$ cat src/rtl/muldiv_unit.sv
// Iterative radix-2 multiply/divide unit for the RV32M operation set.
// One result bit per cycle, valid/ready on both sides, tag carried through, kill flushes.
module muldiv_unit #(
    parameter int DATAW = 32,
    parameter int TAGW  = 5
) (
    input  logic             clk,
    input  logic             rst,
    input  logic             kill,
    input  logic             in_valid,
    output logic             in_ready,
    input  logic [2:0]       op,
    input  logic [DATAW-1:0] a,
    input  logic [DATAW-1:0] b,
    input  logic [TAGW-1:0]  tag_in,
    output logic             out_valid,
    input  logic             out_ready,
    output logic [DATAW-1:0] result,
    output logic [TAGW-1:0]  tag_out
);
    localparam int CNTW = $clog2(DATAW + 1);
    localparam logic [DATAW-1:0] MOST_NEG = {1'b1, {(DATAW-1){1'b0}}};

    typedef enum logic [1:0] {IDLE, CALC, FIX, DONE} state_t;

    state_t             state_q, state_d;
    logic [CNTW-1:0]    cnt_q, cnt_d;
    logic [2:0]         op_q, op_d;
    logic [DATAW-1:0]   a_mag_q, a_mag_d;
    logic [DATAW-1:0]   b_mag_q, b_mag_d;
    logic               neg_q, neg_d;
    logic               neg_rem_q, neg_rem_d;
    logic [2*DATAW-1:0] acc_q, acc_d;
    logic [DATAW-1:0]   result_q, result_d;
    logic [TAGW-1:0]    tag_q, tag_d;

    logic               accept, is_div, is_rem, signed_a, signed_b;
    logic               a_neg, b_neg, div_zero, div_ovf, special;
    logic [DATAW-1:0]   special_res;
    logic [DATAW:0]     sum, trial, diff;
    logic [2*DATAW-1:0] prod;
    logic [DATAW-1:0]   quo, rem;

    // Request-side decode: signedness, magnitudes and the cases that skip the datapath.
    always_comb begin
        is_div   = op[2];
        is_rem   = op[2] & op[1];
        signed_a = (op == 3'd1) | (op == 3'd2) | (op == 3'd4) | (op == 3'd6);
        signed_b = (op == 3'd1) | (op == 3'd4) | (op == 3'd6);
        a_neg    = signed_a & a[DATAW-1];
        b_neg    = signed_b & b[DATAW-1];
        div_zero = is_div & (b == '0);
        div_ovf  = is_div & ~op[0] & (a == MOST_NEG) & (b == '1);
        special  = div_zero | div_ovf;
        if (div_zero) special_res = is_rem ? a : '1;
        else          special_res = is_rem ? '0 : a;
        accept   = in_valid & in_ready & ~kill;
    end

    // FSM: state register.
    // NOTE: sequential state uses non-blocking assignments so every flop samples pre-edge values.
    always_ff @(posedge clk or posedge rst) begin
        if (rst) begin
            state_q <= IDLE;
            cnt_q   <= '0;
        end else begin
            state_q <= state_d;
            cnt_q   <= cnt_d;
        end
    end

    // FSM: next state. The first CALC cycle loads the datapath; DATAW step cycles follow.
    always_comb begin
        // NOTE: defaults first so no path through this block infers a latch.
        state_d = state_q;
        cnt_d   = cnt_q;
        if (kill) begin
            state_d = IDLE;
            cnt_d   = '0;
        end else begin
            case (state_q)
                IDLE: if (accept) begin
                    state_d = special ? DONE : CALC;
                    cnt_d   = '0;
                end
                CALC: begin
                    cnt_d = cnt_q + 1'b1;
                    if (cnt_q == CNTW'(DATAW)) state_d = FIX;
                end
                FIX:  state_d = DONE;
                DONE: if (out_ready) state_d = IDLE;
                default: state_d = IDLE;
            endcase
        end
    end

    // FSM: outputs.
    always_comb begin
        in_ready  = (state_q == IDLE);
        out_valid = (state_q == DONE);
        result    = result_q;
        tag_out   = tag_q;
    end

    // Datapath: accumulator holds {hi, lo} for multiply and {remainder, quotient} for divide.
    always_comb begin
        op_d      = op_q;
        a_mag_d   = a_mag_q;
        b_mag_d   = b_mag_q;
        neg_d     = neg_q;
        neg_rem_d = neg_rem_q;
        acc_d     = acc_q;
        result_d  = result_q;
        tag_d     = tag_q;

        sum   = {1'b0, acc_q[2*DATAW-1:DATAW]} + (acc_q[0] ? {1'b0, b_mag_q} : '0);
        trial = acc_q[2*DATAW-1:DATAW-1];
        diff  = trial - {1'b0, b_mag_q};
        prod  = neg_q ? -acc_q : acc_q;
        quo   = neg_q ? -acc_q[DATAW-1:0] : acc_q[DATAW-1:0];
        rem   = neg_rem_q ? -acc_q[2*DATAW-1:DATAW] : acc_q[2*DATAW-1:DATAW];

        if (accept) begin
            op_d      = op;
            tag_d     = tag_in;
            a_mag_d   = a_neg ? -a : a;
            b_mag_d   = b_neg ? -b : b;
            neg_d     = a_neg ^ b_neg;
            neg_rem_d = a_neg;
            if (special) result_d = special_res;
        end else if (state_q == CALC) begin
            if (cnt_q == '0)
                acc_d = {{DATAW{1'b0}}, a_mag_q};
            else if (!op_q[2])
                acc_d = {sum, acc_q[DATAW-1:1]};
            else if (!diff[DATAW])
                acc_d = {diff[DATAW-1:0], acc_q[DATAW-2:0], 1'b1};
            else
                acc_d = {trial[DATAW-1:0], acc_q[DATAW-2:0], 1'b0};
        end else if (state_q == FIX) begin
            case (op_q)
                3'd0:                   result_d = prod[DATAW-1:0];
                3'd1, 3'd2, 3'd3:       result_d = prod[2*DATAW-1:DATAW];
                3'd4, 3'd5:             result_d = quo;
                default:                result_d = rem;
            endcase
        end
    end

    always_ff @(posedge clk or posedge rst) begin
        if (rst) begin
            op_q      <= '0;
            a_mag_q   <= '0;
            b_mag_q   <= '0;
            neg_q     <= 1'b0;
            neg_rem_q <= 1'b0;
            acc_q     <= '0;
            result_q  <= '0;
            tag_q     <= '0;
        end else begin
            op_q      <= op_d;
            a_mag_q   <= a_mag_d;
            b_mag_q   <= b_mag_d;
            neg_q     <= neg_d;
            neg_rem_q <= neg_rem_d;
            acc_q     <= acc_d;
            result_q  <= result_d;
            tag_q     <= tag_d;
        end
    end

endmodule
$ cat config.mk
export PLATFORM = sky130hd
export DESIGN_NAME = muldiv_unit
export DESIGN_NICKNAME = d
export VERILOG_FILES = /design/src/rtl/muldiv_unit.sv
export SDC_FILE = /design/constraint.sdc
export NUM_CORES = 1
export LEC_CHECK = 0
export ABC_AREA = 1
export BUFFER_PORTS_ARGS = -buffer_cell sky130_fd_sc_hd__buf_2
export CAP_MARGIN = 15
export CORE_ASPECT_RATIO = 0.8
export CORE_UTILIZATION = 50
export CTS_CLUSTER_SIZE = 24
export DETAILED_ROUTE_END_ITERATION = 12
export GPL_TIMING_DRIVEN = 0
export HOLD_SLACK_MARGIN = 0.12
export PLACE_DENSITY = 0.79
export SYNTH_ARGS = -nofsm -noshare
export SYNTH_HDL_FRONTEND = slang
export SYNTH_SLANG_ARGS = --single-unit
$ cat constraint.sdc
create_clock -name clk -period 9.6 [get_ports clk]
set_clock_uncertainty 0.15 [all_clocks]
set_input_delay 1.92 -clock clk [delete_from_list [all_inputs] [get_ports clk]]
set_output_delay 1.92 -clock clk [all_outputs]
set_load 0.02 [all_outputs]
==> results.py, run 1 <==
metrics = {
    "synthesis": {
        "postSynthNetCount": 3530,
        "synth_commonest_cells": "1,201 x nand2_1, 418 x inv_1, 359 x nor2_1",
        "yosysTopAreaCellShare_pct": 23.57,
        "synth_edf_count": 0,
        "ys_ff_latch": 178,
        "leading_cell_types_by_total_area_after_synthesis": "nand2_1 24%, dfrtp_1 23%, nand3_1 9.3%, inv_1 8.2%, nor2_1 7.0%",
        "synth_most_common_cell": "nand2_1",
        "synthesis.area_sq_mm": 0.01913,
        "synthDistinctLibCells": 46,
        "synthCells": 3376,
        "synth_sequential_area_ratio_pct": 23.29,
        "ys_async_sr_fraction_pct": 100.0,
        "ys_dominant_reg_cell": "dfrtp_1",
        "yosysWarnings": 0,
        "synth_area_leader_cell": "nand2_1",
        "syn_area_per_cell_sq_um": 5.666,
    },
    "pwr": {
        "p_per_area_mw_per_mm2": 421.8,
        "netSwitchingPower_uw": 5492,
        "power.clock.fraction_pct": 8.2,
        "ir_worst_vdd_uv": 224.5,
        "switching_share_pct": 62.24,
        "comb_power_share_pct": 72.8,
        "p_int_uw": 3332,
        "sequentialPowerShare_pct": 19.0,
        "leak_uw": 0.01113,
    },
    "cts": {
        "tritoncts_clock_tree": "yes",
        "hold_buffer_count_at_cts": 0,
        "clk-insertion-delay-late_ps": 480,
        "clock_sink_count": 178,
        "htree_levels": 4,
        "postCtsSetupRepairBufs": 0,
        "clockRootBuffer": "clkbuf_16",
        "cts_inserted_buffers": 17,
        "clockBufferDepth": 2,
        "resize_count_post_cts": 0,
        "cts.reportedPaths.clkPinSlew_ps": 70,
    },
    "critical_path": {
        "setup.worst_path.start_class": "primary input",
        "regToRegStartpoint": "acc_q[0]",
        "critPathCaptureType": "register",
        "worstPathRequired_ps": 9870,
        "worstReg2RegEnd": "acc_q[49]",
        "number_of_cells_on_the_worst_reg_to_reg_path": 21,
        "critical_path_maximum_fanout": 10,
        "type_of_the_worst_setup_path": "primary input to register",
        "critPathArrivalTime_ps": 4330,
        "ff2ff_setup_slack_ps": 5580,
    },
    "global_routing": {
        "grt_antenna_before_repair": 1,
        "first_pass_grt_wire_length_mm": 122.3,
        "gr-usage-all-layers_pct": 42.67,
        "pin_count_of_the_biggest_net_entering_global_routing": 113,
        "first_global_vias": 19580,
        "grt_overflow_total": 0,
    },
    "placement": {
        "place_congestion": 1.091,
        "place_hpwl_mm": 67.88,
        "dpl_worst_slack_ps": 5150,
        "io_buffers": 112,
        "post-place-cells": 3976,
    },
    "sta": {
        "slew_limit_headroom_pct": 34.11,
        "worst_slack_ps": 5539,
        "setup_viol": 0,
        "fmax_mhz": 246.2,
        "final-hold-violation-count": 0,
        "finalMaxSlewViolations": 0,
        "finalSetupTns_ps": 0,
        "grt_setup_unrepaired": "false",
        "tightest_slew_ps": 988.4,
        "period_share_pct": 42.31,
        "final.min_clock_period_ps": 4061,
    },
    "final_layout": {
        "finalNonFillerCells": 4009,
        "finish.net_count": 3662,
        "final.fill_count": 3969,
        "area.growth.synth_to_final_pct": 9.367,
        "drive_gt1_share_pct": 6.646,
    },
    "floorplan": {
        "ioPinCount": 116,
        "fp.dieW_um": 220.7,
        "core_sq_mm": 0.03736,
        "initial_core_util_pct": 51.19,
        "die_height_um": 176.9,
        "die_area_sq_mm": 0.03905,
        "rows": 63,
    },
    "hold_path": {
        "worstHoldPathType": "register to register",
        "timing.hold.worst_endpoint": "result[25]",
        "number_of_cells_on_the_worst_hold_path": 2,
        "worstHoldStart": "result[25]",
    },
    "route": {
        "first_iter_violations": 3569,
        "routed_wire_length_per_instance_um": 20.90,
        "firstDrtPassIters": 9,
        "drc_violations_left": 0,
        "avgViaCountPerCell": 5.822,
        "routed-via-count": 23340,
        "finalWirelength_mm": 83.79,
        "antenna_violating_nets_post_route": 0,
    },
    "run_status": {
        "status": "finished clean",
    },
    "flow_run": {
        "cap_violations": 0,
    },
}
-- registers in the layout, indices dropped and copies added (netlist names) --
name and flops:
b_mag_q 32, result 32, neg_rem_q 1, acc_q 64, cnt_q 6, state_q 2, op_q 3, tag_out 5
neg_q 1, a_mag_q 32
-- per-layer routing --
| layer | up-vias | share of wire [%] | wire [um] | global-route usage, % |
|---|---|---|---|---|
| met5 | - | 0 | 0 | 0 |
| met3 | 137 | 17 | 14310 | 16.08 |
| met4 | 0 | 2.1 | 1772 | 9.760 |
| met1 | 10600 | 44 | 36470 | 65.30 |
| met2 | 1537 | 37 | 31240 | 54.84 |
| li1 | 11060 | - | - | - |
-- cells by family (layout without fill, tap and decap cells) --
family	count (synthesis)	in the layout	synth area share [%]
simple gates	2045	2045	44.36
buf+inv	553	698	11.30
compound gates	465	465	13.28
flops	178	178	23.29
fa+ha+maj	77	77	5.115
xor+xnor	58	58	2.656
other cells	0	1	0
-- final cells by class --
cell class | count | area [sq um] | share of cell area (%)
Tap cell | 487 | 609.3 | 2.913
Buffer | 123 | 546.8 | 2.614
Antenna cell | 1 | 2.502 | 0.01196
Timing Repair Buffer | 113 | 588.1 | 2.811
Clock inverter | 13 | 141.4 | 0.6759
Multi-Input combinational cell | 2645 | 12510 | 59.81
Sequential cell | 178 | 4454 | 21.29
Clock buffer | 19 | 442.9 | 2.117
Inverter | 430 | 1622 | 7.752
-- worst max path at each step --
stage / start / end / slack (ps) / depth (start not counted)
global route: acc_q[0] / acc_q[49] / 5250 / 21
CTS: b[0] / result[26] / 5650 / 14
finish: b[0] / result[10] / 5540 / 14
global placement: rst / acc_q[56] / 530 / 2
detailed placement: kill / acc_q[44] / 5150 / 10
floorplan: rst / a_mag_q[0] / 2700 / 1
-- layout by cell type (no fill, tap or decap), types with 3 or more instances in the layout --
master / n
buf_4: 3
clkinv_1: 3
xor2_1: 40
nor4_1: 13
nand2_1: 1201
o21ai_1: 26
clkbuf_16: 17
nand3_1: 356
nor3_1: 25
dfrtp_1: 178
a21o_1: 3
o21bai_1: 6
inv_6: 3
and2_1: 4
inv_8: 4
nor2_2: 11
nand4_1: 30
a31oi_1: 10
o21ai_0: 207
buf_1: 15
nand3b_1: 17
inv_2: 9
clkbuf_1: 72
buf_2: 141
o31ai_1: 3
xnor2_1: 18
ha_1: 75
a21oi_1: 140
a22oi_1: 6
o21a_1: 7
buf_6: 5
nor3_2: 3
o22ai_1: 10
nor2_1: 359
inv_1: 417
nand2_2: 11
o211ai_1: 41
or2_2: 9
-- power by group through the flow --
stage	combinational, uW	clock (uW)	sequential [uW]
finish	6420	727	1670
global route	7000	749	1660
CTS	6140	725	1600
detailed placement	6110	0	1610
global placement	6100	0	1610
floorplan	4240	0	1430
-- metrics by stage --
stage,instance area (sq um),util [%],hold slack (ps),power (uW)
2_1_floorplan,19130,-,299.6,5668
3_3_place_gp,20300,54.32,308.0,7712
3_5_place_dp,20330,54.42,309.9,7726
4_1_cts,20920,55.98,328.1,8473
5_1_grt,20920,55.98,348.9,9417
6_report,20920,55.99,325.9,8824
-- worst max-delay path, stage by stage --
cell and delay [ps]:
buf_2 120, inv_1 90, ha_1 240, nand2_1 130, nor3_4 260, nand2_1 150
nor3_2 470, buf_2 290, o21ai_1 90, nand2_1 70, nand2_1 250, nand2_1 150
nand2_1 60, nand2_1 50
(Power assumes the default switching activity.)
==> run 2: changes to the inputs <==
--- a/config.mk
+++ b/config.mk
@@ -14,7 +14,7 @@
 export DETAILED_ROUTE_END_ITERATION = 12
 export GPL_TIMING_DRIVEN = 0
 export HOLD_SLACK_MARGIN = 0.12
-export PLACE_DENSITY = 0.79
+export PLACE_DENSITY = 0.81
 export SYNTH_ARGS = -nofsm -noshare
 export SYNTH_HDL_FRONTEND = slang
 export SYNTH_SLANG_ARGS = --single-unit
==> constraint.sdc (replaced) <==
create_clock -name clk -period 3.65 [get_ports clk]
set_clock_uncertainty 0.15 [all_clocks]
set_input_delay 0.73 -clock clk [delete_from_list [all_inputs] [get_ports clk]]
set_output_delay 0.73 -clock clk [all_outputs]
set_load 0.02 [all_outputs]
==> results.py, run 2 (same netlist as run 1, synthesis figures left out) <==
metrics = {
    "sta": {
        "grt_setup_unrepaired": "false",
        "final.min_clock_period_ps": 3460,
        "setup_viol": 0,
        "tightest_slew_ps": 916.1,
        "finalMaxSlewViolations": 0,
        "fmax_mhz": 289.0,
        "final-hold-violation-count": 0,
        "period_share_pct": 94.79,
        "slew_limit_headroom_pct": 38.93,
    },
    "critical_path": {
        "ff2ff_setup_slack_ps": 190,
        "regToRegStartpoint": "acc_q[0]",
        "startpoint": "acc_q[0]",
        "setup.worst_path.start_class": "register",
        "critPathCaptureType": "register",
        "worstPathRequired_ps": 3870,
        "worst_path_most_repeated_cell": "nand2_1",
        "worstReg2RegEnd": "acc_q[52]",
        "cpPeakStageDelay_ps": 450,
        "type_of_the_worst_setup_path": "register to register",
        "cpMaxStageDelayCell": "a21oi_1",
        "number_of_cells_on_the_worst_reg_to_reg_path": 17,
        "critPathArrivalTime_ps": 3680,
        "cell_chain_of_the_critical_path": "buf_2 -> clkbuf_2 -> nand2_1 -> inv_1 -> ha_1 -> a21oi_1 -> nand2_1 -> a21oi_1 -> inv_1 -> nand2_1 -> nand2_1 -> nand3_1 -> nand2_1 -> nand2_1 -> nand3_1 -> nand3_1 -> nand2_1",
        "cp-endpoint": "acc_q[52]",
        "critical_path_maximum_fanout": 17,
    },
    "cts": {
        "clockBufferDepth": 2,
        "clockRootBuffer": "clkbuf_16",
        "cts.reportedPaths.clkPinSlew_ps": 80,
        "tritoncts_clock_tree": "yes",
        "cts_inserted_buffers": 17,
        "clock_sink_count": 178,
        "clk-insertion-delay-late_ps": 490,
        "htree_levels": 4,
    },
    "pwr": {
        "ir_worst_vdd_uv": 567.1,
        "leak_uw": 0.01116,
        "p_per_area_mw_per_mm2": 1103,
        "switching_share_pct": 62.13,
        "comb_power_share_pct": 72.6,
        "total_power_consumption_of_the_routed_design_uw": 23170,
        "power.clock.fraction_pct": 8.6,
        "sequentialPowerShare_pct": 18.8,
        "netSwitchingPower_uw": 14390,
        "p_int_uw": 8774,
    },
    "route": {
        "first_iter_violations": 3465,
        "routed-via-count": 23510,
        "avgViaCountPerCell": 5.862,
        "wl_met1_mm": 34.21,
        "top_signal_layer_used": "met4",
        "wl_met2_mm": 30.36,
        "finalWirelength_mm": 81.49,
        "firstDrtPassIters": 11,
        "routed_wire_length_per_instance_um": 20.32,
        "antenna_violating_nets_post_route": 0,
        "drc_violations_left": 1,
        "detailroute.wirelength.met3_mm": 14.60,
    },
    "floorplan": {
        "initial_core_util_pct": 51.19,
        "ioPinCount": 116,
        "fp.dieW_um": 220.7,
        "rows": 63,
        "die_area_sq_mm": 0.03905,
        "core_sq_mm": 0.03736,
        "die_height_um": 176.9,
    },
    "placement": {
        "post-place-cells": 3979,
        "io_buffers": 112,
        "place_hpwl_mm": 65.82,
        "place_congestion": 1.105,
    },
    "global_routing": {
        "pin_count_of_the_biggest_net_entering_global_routing": 43,
        "first_pass_grt_wire_length_mm": 120.7,
        "first_global_vias": 20440,
        "grt_antenna_before_repair": 1,
        "grt_overflow_total": 0,
        "gr-usage-all-layers_pct": 41.51,
    },
    "hold_path": {
        "worstHoldPathType": "primary input to async pin",
    },
    "final_layout": {
        "area.growth.synth_to_final_pct": 9.792,
        "layout.cells.most_common": "nand2_1",
        "max_flop_register": "acc_q",
        "drive_gt1_share_pct": 6.812,
        "largest_register_ffs": 64,
        "finish.net_count": 3664,
        "finalNonFillerCells": 4011,
        "layout.cells.most_common_list": "1,201 x nand2_1, 417 x inv_1, 359 x nor2_1",
    },
    "run_status": {
        "violations_in_the_final_reports": "DRC",
        "status": "complete, but fails checks",
    },
    "flow_run": {
        "cap_violations": 0,
    },
}
## run 2: cell count changes in the layout (fill, tap and decap cells not counted), sizes merged
cell	change
buf	+3
clkbuf	-3
clkinv	+2
clkinvlp	+2
inv	-2
## run 2: worst min-delay path by stage
stage / depth (start not counted) / slack, ps / start / endpoint
6_report: 2 / 180 / rst / cnt_q[1]
5_1_grt: 2 / 230 / rst / cnt_q[1]
4_1_cts: 2 / 190 / rst / cnt_q[1]
3_5_place_dp: 2 / 310 / result[0] / result[0]
3_3_place_gp: 2 / 310 / result[8] / result[8]
2_1_floorplan: 2 / 300 / a_mag_q[29] / a_mag_q[29]
## run 2: per-stage QoR
stage	hold WS, ps	setup TNS (ps)	util, %	area (sq um)	setup WS, ps
after floorplan	299.6	0	-	19130	489.4
after global placement	310.3	-123980	54.33	20300	-726.4
after detailed placement	309.9	-1235	54.55	20380	-253.2
after CTS	191.9	0	56.19	20990	143.6
after global routing	231.6	0	56.21	21000	31.02
final	175.5	0	56.21	21000	190.3
## run 2: layout make-up
type,count,area (sq um)
Clock inverter,15,190.2
Buffer,122,544.3
Timing Repair Buffer,116,640.6
Tap cell,487,609.3
Sequential cell,178,4454
Clock buffer,17,425.4
Antenna cell,1,2.502
Multi-Input combinational cell,2645,12520
Inverter,430,1618
Fill cell,3962,16360
## run 2: power by group through the flow
stage | Clock [uW] | Combinational (uW) | Sequential [uW]
2_1_floorplan | 0 | 11200 | 3750
3_3_place_gp | 0 | 15800 | 4190
3_5_place_dp | 0 | 16000 | 4200
4_1_cts | 1960 | 16000 | 4180
5_1_grt | 2050 | 18400 | 4340
6_report | 1990 | 16800 | 4370
## run 2: layer usage
| layer | vias up | global-route usage [%] |
|---|---|---|
| li1 | 11060 | - |
| met1 | 10650 | 60.37 |
| met2 | 1619 | 53.83 |
| met3 | 180 | 19.12 |
| met4 | 0 | 11.04 |
| met5 | - | 0.1282 |
## run 2: what timing repair did
| item | 4_1_cts | 5_1_grt |
|---|---|---|
| resized for setup | 1 | 3 |
| hold buffers | 0 | 0 |
| endpoints found under the setup margin | 10 | 19 |
| gates cloned | 0 | 0 |
| buffers inserted | 0 | 0 |
## run 2: critical path, delay by kind of cell, from the launching register on
| kind | cells | cell delay (ps) |
|---|---|---|
| and+or+nand+nor | 10 | 1040 |
| buffers and inverters | 4 | 910 |
| AOI/OAI and AO/OA | 2 | 640 |
| DFF | 1 | 320 |
| adders and majority gates | 1 | 260 |
